[src/rtl/pipe_pkg.sv]
// Shared encodings for the RV32I pipeline hazard/sequencing controller.
package pipe_pkg;

    localparam logic [1:0] WB_PC4 = 2'b00;
    localparam logic [1:0] WB_ALU = 2'b01;
    localparam logic [1:0] WB_MEM = 2'b10;

    localparam logic [6:0] OPC_LOAD  = 7'b0000011;
    localparam logic [6:0] OPC_STORE = 7'b0100011;

    localparam logic [1:0] FWD_RF = 2'b00;
    localparam logic [1:0] FWD_W  = 2'b01;
    localparam logic [1:0] FWD_M  = 2'b10;

    typedef enum logic [1:0] {
        RUN      = 2'b00,
        MEM_WAIT = 2'b01,
        ERR      = 2'b10
    } ctrl_state_e;

    function automatic logic is_mem_access(input logic [6:0] opc);
        return (opc == OPC_LOAD) || (opc == OPC_STORE);
    endfunction

endpackage

[src/rtl/fwd_unit.sv]
// EX-stage operand forwarding select for one source register; M result beats W result.
module fwd_unit
    import pipe_pkg::*;
(
    input  logic [4:0] rs_e,
    input  logic [4:0] rd_m,
    input  logic [4:0] rd_w,
    input  logic       reg_wr_m,
    input  logic       reg_wr_w,
    output logic [1:0] fwd
);

    always_comb begin
        fwd = FWD_RF;
        // x0 is hardwired to zero, so a write to it must never be forwarded
        if (reg_wr_m && (rd_m != 5'd0) && (rd_m == rs_e)) begin
            fwd = FWD_M;
        end else if (reg_wr_w && (rd_w != 5'd0) && (rd_w == rs_e)) begin
            fwd = FWD_W;
        end
    end

endmodule

[src/rtl/pipeline_ctrl.sv]
// Hazard/sequencing controller: load-use stalls, branch flushes, forwarding selects and
// multi-cycle data-memory freeze with a timeout trap.
module pipeline_ctrl
    import pipe_pkg::*;
#(
    parameter int unsigned MEM_TIMEOUT = 16,
    parameter int unsigned PERF_W      = 32
) (
    input  logic              clk,
    input  logic              rst,
    input  logic [4:0]        rs1D,
    input  logic [4:0]        rs2D,
    input  logic [4:0]        rs1E,
    input  logic [4:0]        rs2E,
    input  logic [4:0]        rdE,
    input  logic [4:0]        rdM,
    input  logic [4:0]        rdW,
    input  logic              reg_wrE,
    input  logic              reg_wrM,
    input  logic              reg_wrW,
    input  logic [1:0]        wb_selE,
    input  logic [6:0]        instr_opcodeM,
    input  logic              br_takenE,
    input  logic              dmem_ready,
    output logic              stallF,
    output logic              stallD,
    output logic              stallE,
    output logic              stallM,
    output logic              flushD,
    output logic              flushE,
    output logic              flushW,
    output logic [1:0]        fwdAE,
    output logic [1:0]        fwdBE,
    output logic              mem_err,
    output logic [PERF_W-1:0] stall_cnt
);

    localparam int unsigned CntW = $clog2(MEM_TIMEOUT + 1);
    localparam logic [CntW-1:0]   CntOne   = CntW'(1);
    localparam logic [CntW-1:0]   CntMax   = CntW'(MEM_TIMEOUT);
    localparam logic [PERF_W-1:0] StallOne = PERF_W'(1);

    ctrl_state_e       state_q, state_d;
    logic [CntW-1:0]   wait_cnt_q, wait_cnt_d;
    logic [PERF_W-1:0] stall_cnt_q, stall_cnt_d;
    logic              mem_err_q, mem_err_d;

    logic       mem_access;
    logic       load_use;
    logic       frozen;
    logic       stall_any;
    logic [1:0] fwd_a, fwd_b;

    assign mem_access = is_mem_access(instr_opcodeM);
    assign load_use   = (wb_selE == WB_MEM) && reg_wrE && (rdE != 5'd0) &&
                        ((rdE == rs1D) || (rdE == rs2D));

    fwd_unit u_fwd_a (
        .rs_e     (rs1E),
        .rd_m     (rdM),
        .rd_w     (rdW),
        .reg_wr_m (reg_wrM),
        .reg_wr_w (reg_wrW),
        .fwd      (fwd_a)
    );

    fwd_unit u_fwd_b (
        .rs_e     (rs2E),
        .rd_m     (rdM),
        .rd_w     (rdW),
        .reg_wr_m (reg_wrM),
        .reg_wr_w (reg_wrW),
        .fwd      (fwd_b)
    );

    always_ff @(posedge clk or negedge rst) begin
        if (!rst) begin
            state_q     <= RUN;
            wait_cnt_q  <= '0;
            stall_cnt_q <= '0;
            mem_err_q   <= 1'b0;
        end else begin
            state_q     <= state_d;
            wait_cnt_q  <= wait_cnt_d;
            stall_cnt_q <= stall_cnt_d;
            mem_err_q   <= mem_err_d;
        end
    end

    always_comb begin
        state_d    = state_q;
        wait_cnt_d = wait_cnt_q;
        unique case (state_q)
            RUN: begin
                if (mem_access && !dmem_ready) begin
                    state_d    = MEM_WAIT;
                    wait_cnt_d = CntOne;
                end
            end
            MEM_WAIT: begin
                if (dmem_ready) begin
                    state_d    = RUN;
                    wait_cnt_d = '0;
                end else if (wait_cnt_q == CntMax) begin
                    state_d = ERR;
                end else begin
                    wait_cnt_d = wait_cnt_q + CntOne;
                end
            end
            ERR: begin
                state_d = ERR;
            end
            default: begin
                state_d    = RUN;
                wait_cnt_d = '0;
            end
        endcase

        mem_err_d = mem_err_q | (state_d == ERR);

        stall_cnt_d = stall_cnt_q;
        if (stall_any && (stall_cnt_q != '1)) begin
            stall_cnt_d = stall_cnt_q + StallOne;
        end
    end

    // The MEM-stage instruction stays put while frozen, so MEM_WAIT need not re-check the opcode
    assign frozen = (state_q == ERR) ||
                    (!dmem_ready && ((state_q == MEM_WAIT) || ((state_q == RUN) && mem_access)));

    always_comb begin
        stallF = 1'b0;
        stallD = 1'b0;
        stallE = 1'b0;
        stallM = 1'b0;
        flushD = 1'b0;
        flushE = 1'b0;
        flushW = 1'b0;
        fwdAE  = FWD_RF;
        fwdBE  = FWD_RF;
        if (!rst) begin
            flushD = 1'b1;
            flushE = 1'b1;
            flushW = 1'b1;
        end else begin
            fwdAE = fwd_a;
            fwdBE = fwd_b;
            if (frozen) begin
                stallF = 1'b1;
                stallD = 1'b1;
                stallE = 1'b1;
                stallM = 1'b1;
                flushW = 1'b1;
            end else if (br_takenE) begin
                // D holds a wrong-path instruction, so a pending load-use stall is moot
                flushD = 1'b1;
                flushE = 1'b1;
            end else if (load_use) begin
                stallF = 1'b1;
                stallD = 1'b1;
                flushE = 1'b1;
            end
        end
    end

    assign stall_any = stallF | stallD | stallE | stallM;
    assign mem_err   = mem_err_q;
    assign stall_cnt = stall_cnt_q;

endmodule

[config.mk]
export PLATFORM = sky130hd
export DESIGN_NAME = pipeline_ctrl
export DESIGN_NICKNAME = d
export VERILOG_FILES = /design/src/rtl/pipe_pkg.sv /design/src/rtl/fwd_unit.sv /design/src/rtl/pipeline_ctrl.sv
export SDC_FILE = /design/constraint.sdc
export NUM_CORES = 1
export LEC_CHECK = 0
export ABC_AREA = 1
export BUFFER_PORTS_ARGS = -buffer_cell sky130_fd_sc_hd__buf_2
export CELL_PAD_IN_SITES_DETAIL_PLACEMENT = 0
export CELL_PAD_IN_SITES_GLOBAL_PLACEMENT = 1
export CORE_MARGIN = 2
export CORE_UTILIZATION = 39
export CTS_BUF_LIST = sky130_fd_sc_hd__clkbuf_4 sky130_fd_sc_hd__clkbuf_8
export DETAILED_ROUTE_END_ITERATION = 6
export GPL_TIMING_DRIVEN = 0
export PLACE_DENSITY_LB_ADDON = 0.1
export SLEW_MARGIN = 20
export SYNTH_ARGS = -nofsm -noshare
export SYNTH_HDL_FRONTEND = slang
export SYNTH_SLANG_ARGS = --single-unit
[constraint.sdc]
create_clock -name clk -period 3.2 [get_ports clk]
set_clock_uncertainty 0.2 [all_clocks]
set_input_delay 0.48 -clock clk [delete_from_list [all_inputs] [get_ports clk]]
set_output_delay 0.48 -clock clk [all_outputs]
set_load 0.05 [all_outputs]
After elaboration in Yosys (flattened, before gate mapping)
Index checks and enable logic that the tools add are counted.
W data, S select, Z words.
{ "op_classes": {"multipliers": 0, "muxes": 27, "n_lt_le_gt_ge": 0, "reduce_logical": 23, "shifts": 0, "add_sub_neg": 2, "bitwise_logic": 4, "div": 0, "n_eq_ne": 16} }
{ "ops": {"columns": ["cell", "n"], "rows": [
  ["$add A32 B1 Y32 const B", 1],
  ["$ne A32 B32 Y1 const B", 1],
  ["$eq A5 B5 Y1", 6],
  ["$mux W1", 15],
  ["$mux W5", 3],
  ["$pmux W5 S3", 1],
  ["$reduce_bool A5 Y1", 3],
  ["$mux W2", 7],
  ["$logic_and A1 B1 Y1", 13],
  ["$eq A7 B2 Y1 const B", 1],
  ["$eq A7 B6 Y1 const B", 1],
  ["$eq A2 B2 Y1 const B", 3],
  ["$pmux W2 S3", 1],
  ["$add A5 B1 Y5 const B", 1],
  ["$eq A5 B5 Y1 const B", 1],
  ["$logic_or A1 B1 Y1", 4],
  ["$ne A3 B3 Y1 const B", 1],
  ["$or A1 B1 Y1", 3],
  ["$reduce_and A3 Y1", 1],
  ["$eq A2 B1 Y1 const B", 1],
  ["$logic_not A2 Y1", 1],
  ["$ne A2 B2 Y1 const B", 1],
  ["$logic_not A1 Y1", 1],
  ["$not A1 Y1", 1]
]} }
{ "word_totals": {"wordCells": 76, "regBits": 40, "ram_bits": 0, "latch_bits": 0, "input_bits": 51, "output_inout_bits": 44, "mem_bits_ro": 0, "memories": 0} }

Depth between registers and ports, before layout
Gate-level depths: netlist of run 1.
{ "logic_depth": {"depth_word": 11, "depth_mapped": 12, "ltp_nobuf": 11} }

Modules after synthesis
From an unflattened synthesis of run 1, not the netlist that was laid out.
{ "unflattened": {"cells_unflattened": 561, "area_unflattened_um2": 3384.5} }
{ "by_module_without_submodules": {"columns": ["mod", "cells_per_inst", "area_per_inst_um2", "seq_area_each_um2", "instances"], "rows": [
  ["pipeline_ctrl", 461, 2941.6, 1001.0, 1],
  ["fwd_unit", 50, 221.5, 0.0, 2]
]} }

Worst setup path before layout of run 1
OpenSTA, ideal clock, no wires.
{ "synth_path": {"path_type": "input to output", "start": "in rdM[3]", "end": "out fwdBE[0]", "cell_stages": 7, "n_path_buf": 0, "required_time_ns": 2.520, "arrival_time_ns": 1.996, "path_slack_ns": 0.524, "cell_sequence": "nor2_1 -> nand2_1 -> o21ai_0 -> inv_1 -> nand4_1 -> inv_1 -> nor3_1"} }
{ "synth_via": {"elab_chain_len": 5, "elab_cells_between_ends": 6, "cone_classes": "1 x eq/ne; 2 x mux; 3 x reduce/logical"} }
{ "synth_lines": {"columns": ["element", "line", "rtl"], "rows": [
  ["start: declaration", "pipeline_ctrl.sv:16", "input logic [4:0] rdM,"],
  ["$reduce_bool A5 Y1", "fwd_unit.sv:16", "if (reg_wr_m && (rd_m != 5'd0) && (rd_m == rs_e)) begin"],
  ["$logic_and A1 B1 Y1", "fwd_unit.sv:16", null],
  ["$logic_and A1 B1 Y1 (*)", "fwd_unit.sv:16", null],
  ["$mux W2 (*)", "fwd_unit.sv:16", null],
  ["$mux W2 (*)", "pipeline_ctrl.sv:141", "if (!rst) begin"],
  ["end: declaration", "pipeline_ctrl.sv:33", "output logic [1:0] fwdBE,"]
]} }
Every way passes the cells marked *; elsewhere a longest branch is shown, timed or not.

Worst setup path after layout of run 1
{ "layout_path": {"start": "reg state_q[0]", "end": "out stallF"} }
{ "layout_via": {"elab_chain_len": 7, "elab_cells_between_ends": 9, "cone_classes": "2 x eq/ne; 2 x mux; 5 x reduce/logical"} }
{ "layout_lines": {"columns": ["element", "line", "rtl"], "rows": [
  ["start: declaration", "pipeline_ctrl.sv:43", "ctrl_state_e state_q, state_d;"],
  ["start signal: assignment", "pipeline_ctrl.sv:83", "state_q <= state_d;"],
  ["$logic_not A2 Y1", "pipeline_ctrl.sv:129", "(!dmem_ready && ((state_q == MEM_WAIT) || ((state_q == RUN) && mem_access)));"],
  ["$logic_and A1 B1 Y1", "pipeline_ctrl.sv:129", null],
  ["$logic_or A1 B1 Y1", "pipeline_ctrl.sv:129", null],
  ["$logic_and A1 B1 Y1", "pipeline_ctrl.sv:129", null],
  ["$logic_or A1 B1 Y1 (*)", "pipeline_ctrl.sv:128", "assign frozen = (state_q == ERR) ||"],
  ["$mux W1 (*)", "pipeline_ctrl.sv:148", "if (frozen) begin"],
  ["$mux W1 (*)", "pipeline_ctrl.sv:141", null],
  ["end: declaration", "pipeline_ctrl.sv:25", "output logic stallF,"]
]} }
Marked as above.

==> flow_summary.json, run 1 <==
{
  "syn-instance-count": 496,
  "die_w_um": 94.1,
  "post_layout_utilization_of_the_core_pct": 50.3,
  "initial_cell_density_of_the_core_pct": 40.5,
  "crit_chain": "inv_1 > nor2_1 > nand2_1 > nand3_1 > nand2_1 > nand2_1 > buf_2 > buf_4 > buf_2",
  "nets": 652,
  "path_depth": 9,
  "insertedDiodeCount": 0,
  "fillCellCount": 865,
  "synth_compound_gate_area_share_pct": 2.89,
  "ys.warnings.count": 0,
  "run_status": "finished, final reports clean",
  "initial_antenna_violation_count": 0,
  "synth_top_flop_cell": "sky130_fd_sc_hd__dfrtp_1",
  "clk_transition_reported_paths_ps": 80,
  "setup_viol": 0,
  "row_count": 32,
  "ir_worst_vdd_uv": 349,
  "routedWlPerCell_um": 13.3,
  "cts_made_buffers": 5,
  "cts_tree": "done",
  "synth-xor-area-share_pct": 9.69,
  "simple_gate_fraction_of_synth_area_pct": 46.5,
  "fin_total_pwr_mw": 1.42,
  "worst_path_most_repeated_cell": "sky130_fd_sc_hd__nand2_1",
  "drive_above_1_share_pct": 20.0,
  "cellLeakagePower_nw": 2.12,
  "ctsLongestPathBuffers": 2,
  "routed-via-count": 3491,
  "grt_start_max_net_pins": 45,
  "synth_enable_flop_cells": 0,
  "post_synth.cell_area_avg_um2": 6.38,
  "drt-vias-per-instance": 4.98,
  "area.growth.synth_to_final_pct": 24.1,
  "detailed_place_hpwl_um": 7240,
  "grt_overflow": 0,
  "finalSetupTns_ps": 0,
  "worst-endpoint-arrival_ps": 2230,
  "yosysMostFrequentCell": "sky130_fd_sc_hd__nand2_1",
  "post_synth_main_area_contributors": "sky130_fd_sc_hd__dfrtp_1, sky130_fd_sc_hd__nand2_1, sky130_fd_sc_hd__nand3_1",
  "drv.max_cap_violation_count": 0,
  "clock-root-buffer": "sky130_fd_sc_hd__clkbuf_8",
  "clock_latency_ps": 300,
  "critical_path.slowest_cell": "sky130_fd_sc_hd__dfrtp_1",
  "proportion_of_register_bits_with_asynchronous_set_or_reset_after_synthesis_pct": 100,
  "timing.critical_path.buf_inv": 4,
  "finalInstanceArea_um2": 3930,
  "globalRouteTotalUtil_pct": 21.8,
  "max_clock_freq_ghz": 0.343,
  "design.core.area_um2": 7810,
  "setup.worst_path.class": "register to output pin",
  "vias_in_the_first_global_route": 3193,
  "numClockSinks": 40,
  "max_slew_margin_pct": 59.8,
  "finalMaxSlewViolations": 0,
  "end_kind": "output pin",
  "r2r.worst_path.cells": 9,
  "period_share_pct": 91.0,
  "power_density_nw_per_um2": 362,
  "yosys.area_share.adder_pct": 1.19,
  "fp.dieArea_um2": 8850,
  "critical-path-top-delay-family": "simple AND/OR/NAND/NOR gates",
  "drtIter0Drc": 277,
  "synthMuxAreaShare_pct": 0,
  "report.final.hold_viol_count": 0,
  "drt_pass1_iterations": 7,
  "htree_num_levels": 2,
  "ys_types": 28,
  "detail-route-antenna-nets": 0,
  "post-route-drc-count": 0,
  "post-route-min-period_ps": 2910,
  "top_level_ports": 95,
  "place_area_um2": 3760,
  "max_slew.worst_pin.slew_ps": 598,
  "worstHoldPathCells": 4,
  "place.gp.congestion": 0.890,
  "synth_top_cell_area_share_pct": 31.6,
  "place.port_buffers": 93,
  "wl_um": 9300,
  "leading_area_contributor_after_synthesis": "sky130_fd_sc_hd__dfrtp_1",
  "post-cts-setup-buffer-count": 0,
  "synthesis.area_um2": 3160,
  "synth_seq_area_share_pct": 31.6,
  "critical-path-max-stage-delay_ps": 380,
  "synth_top_family_by_area": "simple AND/OR/NAND/NOR gates",
  "dpl.cell_count": 691,
  "synth-seq-cells": 40,
  "syn-num-nets": 550,
  "critical_path.startpoint_type": "register",
  "die_h_um": 94.1,
  "post_synth_most_frequent_cells": "sky130_fd_sc_hd__nand2_1, sky130_fd_sc_hd__nor2_1, sky130_fd_sc_hd__nand3_1",
  "grt_setup_unrepaired": "false",
  "final_cell_count_no_fill": 701,
  "critPathRequiredTime_ps": 2520,
  "worst_hold_path_type": "primary input to register",
  "grt_pass1_wl_um": 15200,
  "critical_path.max_fanout": 11
}
-- state kept, by name, indices dropped and copies added, names as in the netlist --
signal      count
mem_err         1
stall_cnt      32
state_q         2
wait_cnt_q      5
-- routing by layer --
metal	vias up	wire length (um)	GRT usage [%]
li1	1782	-	-
met1	1603	4520	30.6
met2	100	4180	35.5
met3	6	539	4.01
met4	0	70	3.38
met5	-	0	0
-- worst paths after layout --
kind / startpoint / to / slack [ps]
worst max-delay path: state_q[0]$_DFF_PN0_ / stallF / 290
worst min-delay path: dmem_ready / wait_cnt_q[4]$_DFFE_PN0P_ / 280
worst max register to register: stall_cnt[0]$_DFFE_PN0P_ / stall_cnt[1]$_DFFE_PN0P_ / 790
worst min register to register: mem_err$_DFF_PN0_ / mem_err$_DFF_PN0_ / 290
max in group asynchronous: rst / stall_cnt[17]$_DFFE_PN0P_ / 1980
min in group asynchronous: rst / stall_cnt[15]$_DFFE_PN0P_ / 600
-- placed cells by master (no fill, tap or decap), drive strengths merged, types with 5 or more instances in the layout --
| cell type | instances |
|---|---|
| nand2 | 184 |
| buf | 103 |
| nor2 | 60 |
| nand3 | 57 |
| inv | 48 |
| dfrtp | 40 |
| xor2 | 19 |
| nor3 | 18 |
| xnor2 | 16 |
| nand4 | 12 |
| o21ai | 10 |
| clkbuf | 9 |
| a21oi | 5 |
-- worst register-to-register path, delay by kind of cell, from the launching register on --
family	cells	cell delay, ps
simple gates	7	1060
buf+inv	1	240
fa+ha+maj	1	350
flops	1	460
-- report_power, final --
group	total [mW]	internal (mW)	switching, mW
Combinational	0.361	0.116	0.245
Clock	0.477	0.276	0.201
Sequential	0.581	0.532	0.0495
Total	1.42	0.924	0.496
-- area by class of cell --
| type | instances | area [um2] | area share [%] |
|---|---|---|---|
| clock buffers | 7 | 96.3 | 2.45 |
| plain buffers | 11 | 76.3 | 1.94 |
| flip-flops and latches | 40 | 1000 | 25.5 |
| inverters | 48 | 180 | 4.59 |
| multi-input cells | 397 | 1910 | 48.6 |
| well taps | 102 | 128 | 3.25 |
| repair buffers | 95 | 509 | 13.0 |
| clock inverters | 1 | 30.0 | 0.765 |
-- what timing repair did --
action	4_1_cts	5_1_grt
endpoints found under the hold margin	0	40
setup endpoints to repair	2	2
resized for setup	1	1
hold buffers	0	2
-- logic make-up after synthesis --
group,Yosys count
fa+ha+maj,3
simple gates,342
compound gates,17
xor+xnor,35
flops,40
buf+inv,59
-- through the flow --
step,hold WS [ps],setup WS (ps)
floorplan,-15.6,524
global placement,254,-344
detailed placement,276,-367
CTS,4.43,13.1
global route,292,98.2
finish,284,287
Power figures use the tool's default switching activity.
==> inputs of run 2 (changes only) <==
--- a/config.mk
+++ b/config.mk
@@ -15,6 +15,7 @@
 export DETAILED_ROUTE_END_ITERATION = 6
 export GPL_TIMING_DRIVEN = 0
 export PLACE_DENSITY_LB_ADDON = 0.1
+export RECOVER_POWER = 25
 export SLEW_MARGIN = 20
 export SYNTH_ARGS = -nofsm -noshare
 export SYNTH_HDL_FRONTEND = slang
==> run 2 against run 1 <==
- the flow now finishes with violations (max-capacitance violations, max-slew violations)
- sequential share of layout area rose by 0.098 points
- first-iteration DRC count did not move
- critical path depth did not move
- clock power barely moved
- global-route usage did not move
- total power fell by 0.31%
- combinational power barely moved
- hold slack barely moved
- register-to-register slack barely moved
- fmax fell by 0.21%
- largest cell class unchanged
- highest routed layer unchanged
==> flow_summary.json, run 2 (synthesis gave the netlist of run 1 again) <==
{
  "ir_worst_vdd_uv": 349,
  "grt_overflow": 0,
  "post_layout_utilization_of_the_core_pct": 50.1,
  "critPathRequiredTime_ps": 2520,
  "register_area_um2": 1000,
  "ctsLongestPathBuffers": 2,
  "post-route-min-period_ps": 2920,
  "clock-root-buffer": "sky130_fd_sc_hd__clkbuf_8",
  "setup.worst_path.class": "register to output pin",
  "detailed_place_hpwl_um": 7240,
  "max_ffs_per_register": 32,
  "drt_pass1_iterations": 7,
  "cts_tree": "done",
  "finalInstanceArea_um2": 3910,
  "htree_num_levels": 2,
  "wl_um": 9290,
  "worst_hold_path_type": "primary input to register",
  "place.gp.congestion": 0.890,
  "design.core.area_um2": 7810,
  "grt_setup_unrepaired": "false",
  "setup_viol": 0,
  "grt_start_max_net_pins": 45,
  "nets": 652,
  "period_share_pct": 91.2,
  "critical_path.startpoint_type": "register",
  "multi_input_area_um2": 1910,
  "vias_in_the_first_global_route": 3193,
  "top_level_ports": 95,
  "power_density_nw_per_um2": 362,
  "report.final.hold_viol_count": 0,
  "met1_usage_pct": 30.6,
  "layout_commonest_cell": "sky130_fd_sc_hd__nand2_1",
  "initial_cell_density_of_the_core_pct": 40.5,
  "globalRouteTotalUtil_pct": 21.8,
  "global_route.usage.met2_pct": 35.5,
  "initial_antenna_violation_count": 0,
  "die_w_um": 94.1,
  "max_slew.worst_pin.slew_ps": 1850,
  "post-cts-setup-buffer-count": 0,
  "numClockSinks": 40,
  "critical_path.max_fanout": 11,
  "max_slew_margin_pct": -23.2,
  "drive_above_1_share_pct": 19.9,
  "grt_pass1_wl_um": 15200,
  "final_cell_count_no_fill": 701,
  "insertedDiodeCount": 0,
  "area.growth.synth_to_final_pct": 23.6,
  "place_area_um2": 3760,
  "cts_made_buffers": 5,
  "grt_busiest_layer": "met2",
  "routed-via-count": 3493,
  "detail-route-antenna-nets": 0,
  "failed_checks": "max-capacitance violations, max-slew violations",
  "clock_latency_ps": 300,
  "worst-endpoint-arrival_ps": 2240,
  "max_clock_freq_ghz": 0.343,
  "place.port_buffers": 93,
  "drt-vias-per-instance": 4.98,
  "die_h_um": 94.1,
  "grt.met3_usage_pct": 4.01,
  "routedWlPerCell_um": 13.3,
  "clk_transition_reported_paths_ps": 80,
  "finalMaxSlewViolations": 41,
  "cellLeakagePower_nw": 2.12,
  "run_status": "complete, but fails checks",
  "fillCellCount": 866,
  "most-common-layout-cells": "sky130_fd_sc_hd__nand2_1, sky130_fd_sc_hd__buf_2, sky130_fd_sc_hd__nor2_1, sky130_fd_sc_hd__nand3_1, sky130_fd_sc_hd__inv_1",
  "drv.max_cap_violation_count": 1,
  "end_kind": "output pin",
  "row_count": 32,
  "dpl.cell_count": 691,
  "post-route-drc-count": 0,
  "fp.dieArea_um2": 8850,
  "drtIter0Drc": 277
}
[run 2: worst max-delay path, cell delays in order, from the launching register on]
cell	delay (ps)
sky130_fd_sc_hd__dfrtp_1	380
sky130_fd_sc_hd__inv_1	50
sky130_fd_sc_hd__nor2_1	130
sky130_fd_sc_hd__nand2_1	150
sky130_fd_sc_hd__nand3_1	120
sky130_fd_sc_hd__nand2_1	100
sky130_fd_sc_hd__nand2_1	320
sky130_fd_sc_hd__buf_2	310
sky130_fd_sc_hd__buf_4	140
sky130_fd_sc_hd__buf_2	240
[run 2: what timing repair did]
action | in CTS | in global routing
resized for setup | 1 | 1
endpoints found under the setup margin | 2 | 2
endpoints found under the hold margin | 0 | 40
hold buffers | 0 | 2
[run 2: path summary, 6_finish.rpt]
kind | slack [ps] | depth (start not counted) | startpoint | endpoint
min in group asynchronous | 1260 | 3 | rst | stall_cnt[12]$_DFFE_PN0P_
hold / removal | 280 | 4 | dmem_ready | wait_cnt_q[4]$_DFFE_PN0P_
setup / recovery | 280 | 9 | state_q[0]$_DFF_PN0_ | stallF
setup reg to reg | 790 | 9 | stall_cnt[0]$_DFFE_PN0P_ | stall_cnt[1]$_DFFE_PN0P_
max in group asynchronous | 460 | 3 | rst | stall_cnt[17]$_DFFE_PN0P_
hold reg to reg | 290 | 1 | mem_err$_DFF_PN0_ | mem_err$_DFF_PN0_
[run 2: layout make-up]
cell class	instances	area share, %
Multi-Input combinational cell	397	48.7
Tap cell	102	3.26
Clock inverter	1	0.768
Timing Repair Buffer	95	12.6
Sequential cell	40	25.6
Clock buffer	7	2.46
Inverter	48	4.61
Buffer	11	1.95
[run 2: stage by stage]
| stage | TNS, ps | hold WS [ps] | setup WS (ps) | power [mW] |
|---|---|---|---|---|
| final | 0 | 284 | 280 | 1.42 |
| after global routing | 0 | 292 | 59.9 | 1.49 |
| after CTS | 0 | 4.43 | 13.1 | 1.43 |
| after detailed placement | -652 | 276 | -367 | 0.945 |
| after global placement | -609 | 254 | -344 | 0.940 |
| after floorplan | 0 | -15.6 | 524 | 0.824 |
[run 2: routing by layer]
layer / vias to the layer above / routed length, um
li1: 1781 / -
met1: 1609 / 4530
met2: 97 / 4180
met3: 6 / 513
met4: 0 / 70
met5: - / 0
[run 2: power breakdown]
group          total, mW  internal, mW  switching (mW)
sequential         0.581         0.532          0.0495
combinational      0.358         0.114           0.245
clock              0.476         0.276           0.200
total               1.42         0.921           0.494
==> inputs of run 3 (changes only) <==
--- a/config.mk
+++ b/config.mk
@@ -15,7 +15,7 @@
 export DETAILED_ROUTE_END_ITERATION = 6
 export GPL_TIMING_DRIVEN = 0
 export PLACE_DENSITY_LB_ADDON = 0.1
-export RECOVER_POWER = 25
+export RECOVER_POWER = 100
 export SLEW_MARGIN = 20
 export SYNTH_ARGS = -nofsm -noshare
 export SYNTH_HDL_FRONTEND = slang
==> run 3 against run 2 <==
- the run still ends with max-capacitance violations, max-slew violations left
- utilization decreased by 1.0 points
- global-route usage unchanged
- final cell count unchanged
- combinational power is 3% lower
- final area is 2.0% lower
- setup slack worse by 1.7 ps
- routed wire length decreased by 0.22%
- clock-buffer cell count is the same
- critical endpoint unchanged
- largest cell class unchanged
==> flow_summary.json, run 3 (synthesis gave the netlist of run 1 again) <==
{
  "failed_checks": "max-capacitance violations, max-slew violations",
  "die_h_um": 94.1,
  "place.port_buffers": 93,
  "worst-endpoint-arrival_ps": 2240,
  "initial_antenna_violation_count": 0,
  "detail-route-antenna-nets": 0,
  "finalHoldWorstSlack_ps": 284,
  "grt_start_max_net_pins": 45,
  "clk_transition_reported_paths_ps": 80,
  "routed-via-count": 3493,
  "ctsLongestPathBuffers": 2,
  "max_clock_freq_ghz": 0.342,
  "power_density_nw_per_um2": 366,
  "fp.dieArea_um2": 8850,
  "critical-path-top-delay-family": "simple AND/OR/NAND/NOR gates",
  "timing.critical_path.buf_inv": 4,
  "setup.worst_path.class": "register to output pin",
  "end_kind": "output pin",
  "nets": 652,
  "insertedDiodeCount": 0,
  "routedWlPerCell_um": 13.2,
  "critical_path.slowest_cell": "sky130_fd_sc_hd__dfrtp_1",
  "finalInstanceArea_um2": 3830,
  "worst_hold_path_type": "primary input to register",
  "critical_path.max_fanout": 11,
  "worst_path_most_repeated_cell": "sky130_fd_sc_hd__nand2_1",
  "htree_num_levels": 2,
  "critical_path_start": "state_q[0]$_DFF_PN0_",
  "grt_setup_unrepaired": "false",
  "drt_pass1_iterations": 5,
  "fillCellCount": 885,
  "reg2reg_start": "stall_cnt[0]$_DFFE_PN0P_",
  "die_w_um": 94.1,
  "finalMaxSlewViolations": 41,
  "numClockSinks": 40,
  "setup_viol": 0,
  "cellLeakagePower_nw": 1.96,
  "period_share_pct": 91.3,
  "max_slew.worst_pin.slew_ps": 1860,
  "most-common-layout-cells": "sky130_fd_sc_hd__nand2_1, sky130_fd_sc_hd__nor2_1, sky130_fd_sc_hd__nand3_1, sky130_fd_sc_hd__buf_2, sky130_fd_sc_hd__inv_1",
  "drv.max_cap_violation_count": 1,
  "wl_um": 9270,
  "finalSetupTns_ps": 0,
  "post-route-min-period_ps": 2920,
  "grt_pass1_wl_um": 15200,
  "area.growth.synth_to_final_pct": 21.2,
  "cts_tree": "done",
  "clock-root-buffer": "sky130_fd_sc_hd__clkbuf_8",
  "dpl.cell_count": 691,
  "pre_cts_slack_ps": -367,
  "initial_cell_density_of_the_core_pct": 40.5,
  "vias_in_the_first_global_route": 3193,
  "place_area_um2": 3760,
  "fin_ws_ps": 279,
  "design.core.area_um2": 7810,
  "worst_hold_startpoint": "dmem_ready",
  "ir_worst_vdd_uv": 352,
  "place.gp.congestion": 0.890,
  "max_ffs_per_register": 32,
  "post-route-drc-count": 0,
  "post-cts-setup-buffer-count": 0,
  "grt_overflow": 0,
  "max_slew_margin_pct": -24.2,
  "row_count": 32,
  "run_status": "complete, but fails checks",
  "critPathRequiredTime_ps": 2520,
  "critical_path.startpoint_type": "register",
  "layout_commonest_cell": "sky130_fd_sc_hd__nand2_1",
  "drtIter0Drc": 259,
  "crit_chain": "inv_1 > nor2_1 > nand2_1 > nand3_1 > nand2_1 > nand2_1 > clkbuf_2 > buf_4 > clkbuf_2",
  "cts_made_buffers": 5,
  "detailed_place_hpwl_um": 7240,
  "critical-path-max-stage-delay_ps": 380,
  "report.final.hold_viol_count": 0,
  "clock_latency_ps": 300,
  "final_cell_count_no_fill": 701,
  "drive_above_1_share_pct": 11.9,
  "post_layout_utilization_of_the_core_pct": 49.1,
  "fin_total_pwr_mw": 1.40,
  "globalRouteTotalUtil_pct": 21.8,
  "top_level_ports": 95,
  "drt-vias-per-instance": 4.98
}
==> run 3: changes by cell type in the layout (fill, tap and decap cells not counted), sizes merged <==
| cell | delta |
|---|---|
| buf | -45 |
| clkbuf | +45 |
==> run 3: area by class of cell <==
cell class	instances	area [um2]	share of cell area [%]
Clock inverter	1	30.0	0.783
Sequential cell	40	1000	26.1
Buffer	11	75.1	1.96
Timing Repair Buffer	95	442	11.5
Tap cell	102	128	3.33
Multi-Input combinational cell	397	1880	49.1
Clock buffer	7	96.3	2.51
Inverter	48	180	4.70
==> run 3: routing by layer <==
layer	up-vias	global-route usage (%)	wire (um)
met5	-	0	0
met4	0	3.38	84
met3	9	4.01	533
met2	99	35.5	4080
met1	1599	30.6	4580
li1	1786	-	-
==> run 3: path summary, 6_finish.rpt <==
kind | end | slack (ps) | depth (start not counted)
max | stallF | 280 | 9
min | wait_cnt_q[4]$_DFFE_PN0P_ | 280 | 4
min in group asynchronous | stall_cnt[12]$_DFFE_PN0P_ | 1270 | 3
min reg2reg | mem_err$_DFF_PN0_ | 300 | 1
max reg2reg | stall_cnt[6]$_DFFE_PN0P_ | 330 | 9
max in group asynchronous | stall_cnt[17]$_DFFE_PN0P_ | 450 | 3
==> run 3: power breakdown <==
part / internal (mW) / switching (mW) / total, mW / leakage (nW)
registers: 0.532 / 0.0484 / 0.580 / 0.521
clock network: 0.276 / 0.199 / 0.474 / 0.0645
logic: 0.104 / 0.242 / 0.346 / 1.37
total: 0.912 / 0.489 / 1.40 / 1.96
==> run 3: timing repair <==
| action | CTS | global route |
|---|---|---|
| pin swaps | 0 | 0 |
| resized for setup | 1 | 1 |
| endpoints found under the hold margin | 0 | 40 |
| setup endpoints to repair | 2 | 2 |
| hold buffers | 0 | 2 |
==> run 3: worst register-to-register path: stages (launching register included) <==
cell	delay, ps
sky130_fd_sc_hd__dfrtp_1	460
sky130_fd_sc_hd__ha_1	330
sky130_fd_sc_hd__nand3_1	280
sky130_fd_sc_hd__nor2_1	450
sky130_fd_sc_hd__nand2_1	100
sky130_fd_sc_hd__nor3_1	180
sky130_fd_sc_hd__nand3_1	210
sky130_fd_sc_hd__clkbuf_1	320
sky130_fd_sc_hd__nand3_1	170
sky130_fd_sc_hd__nand2_1	70
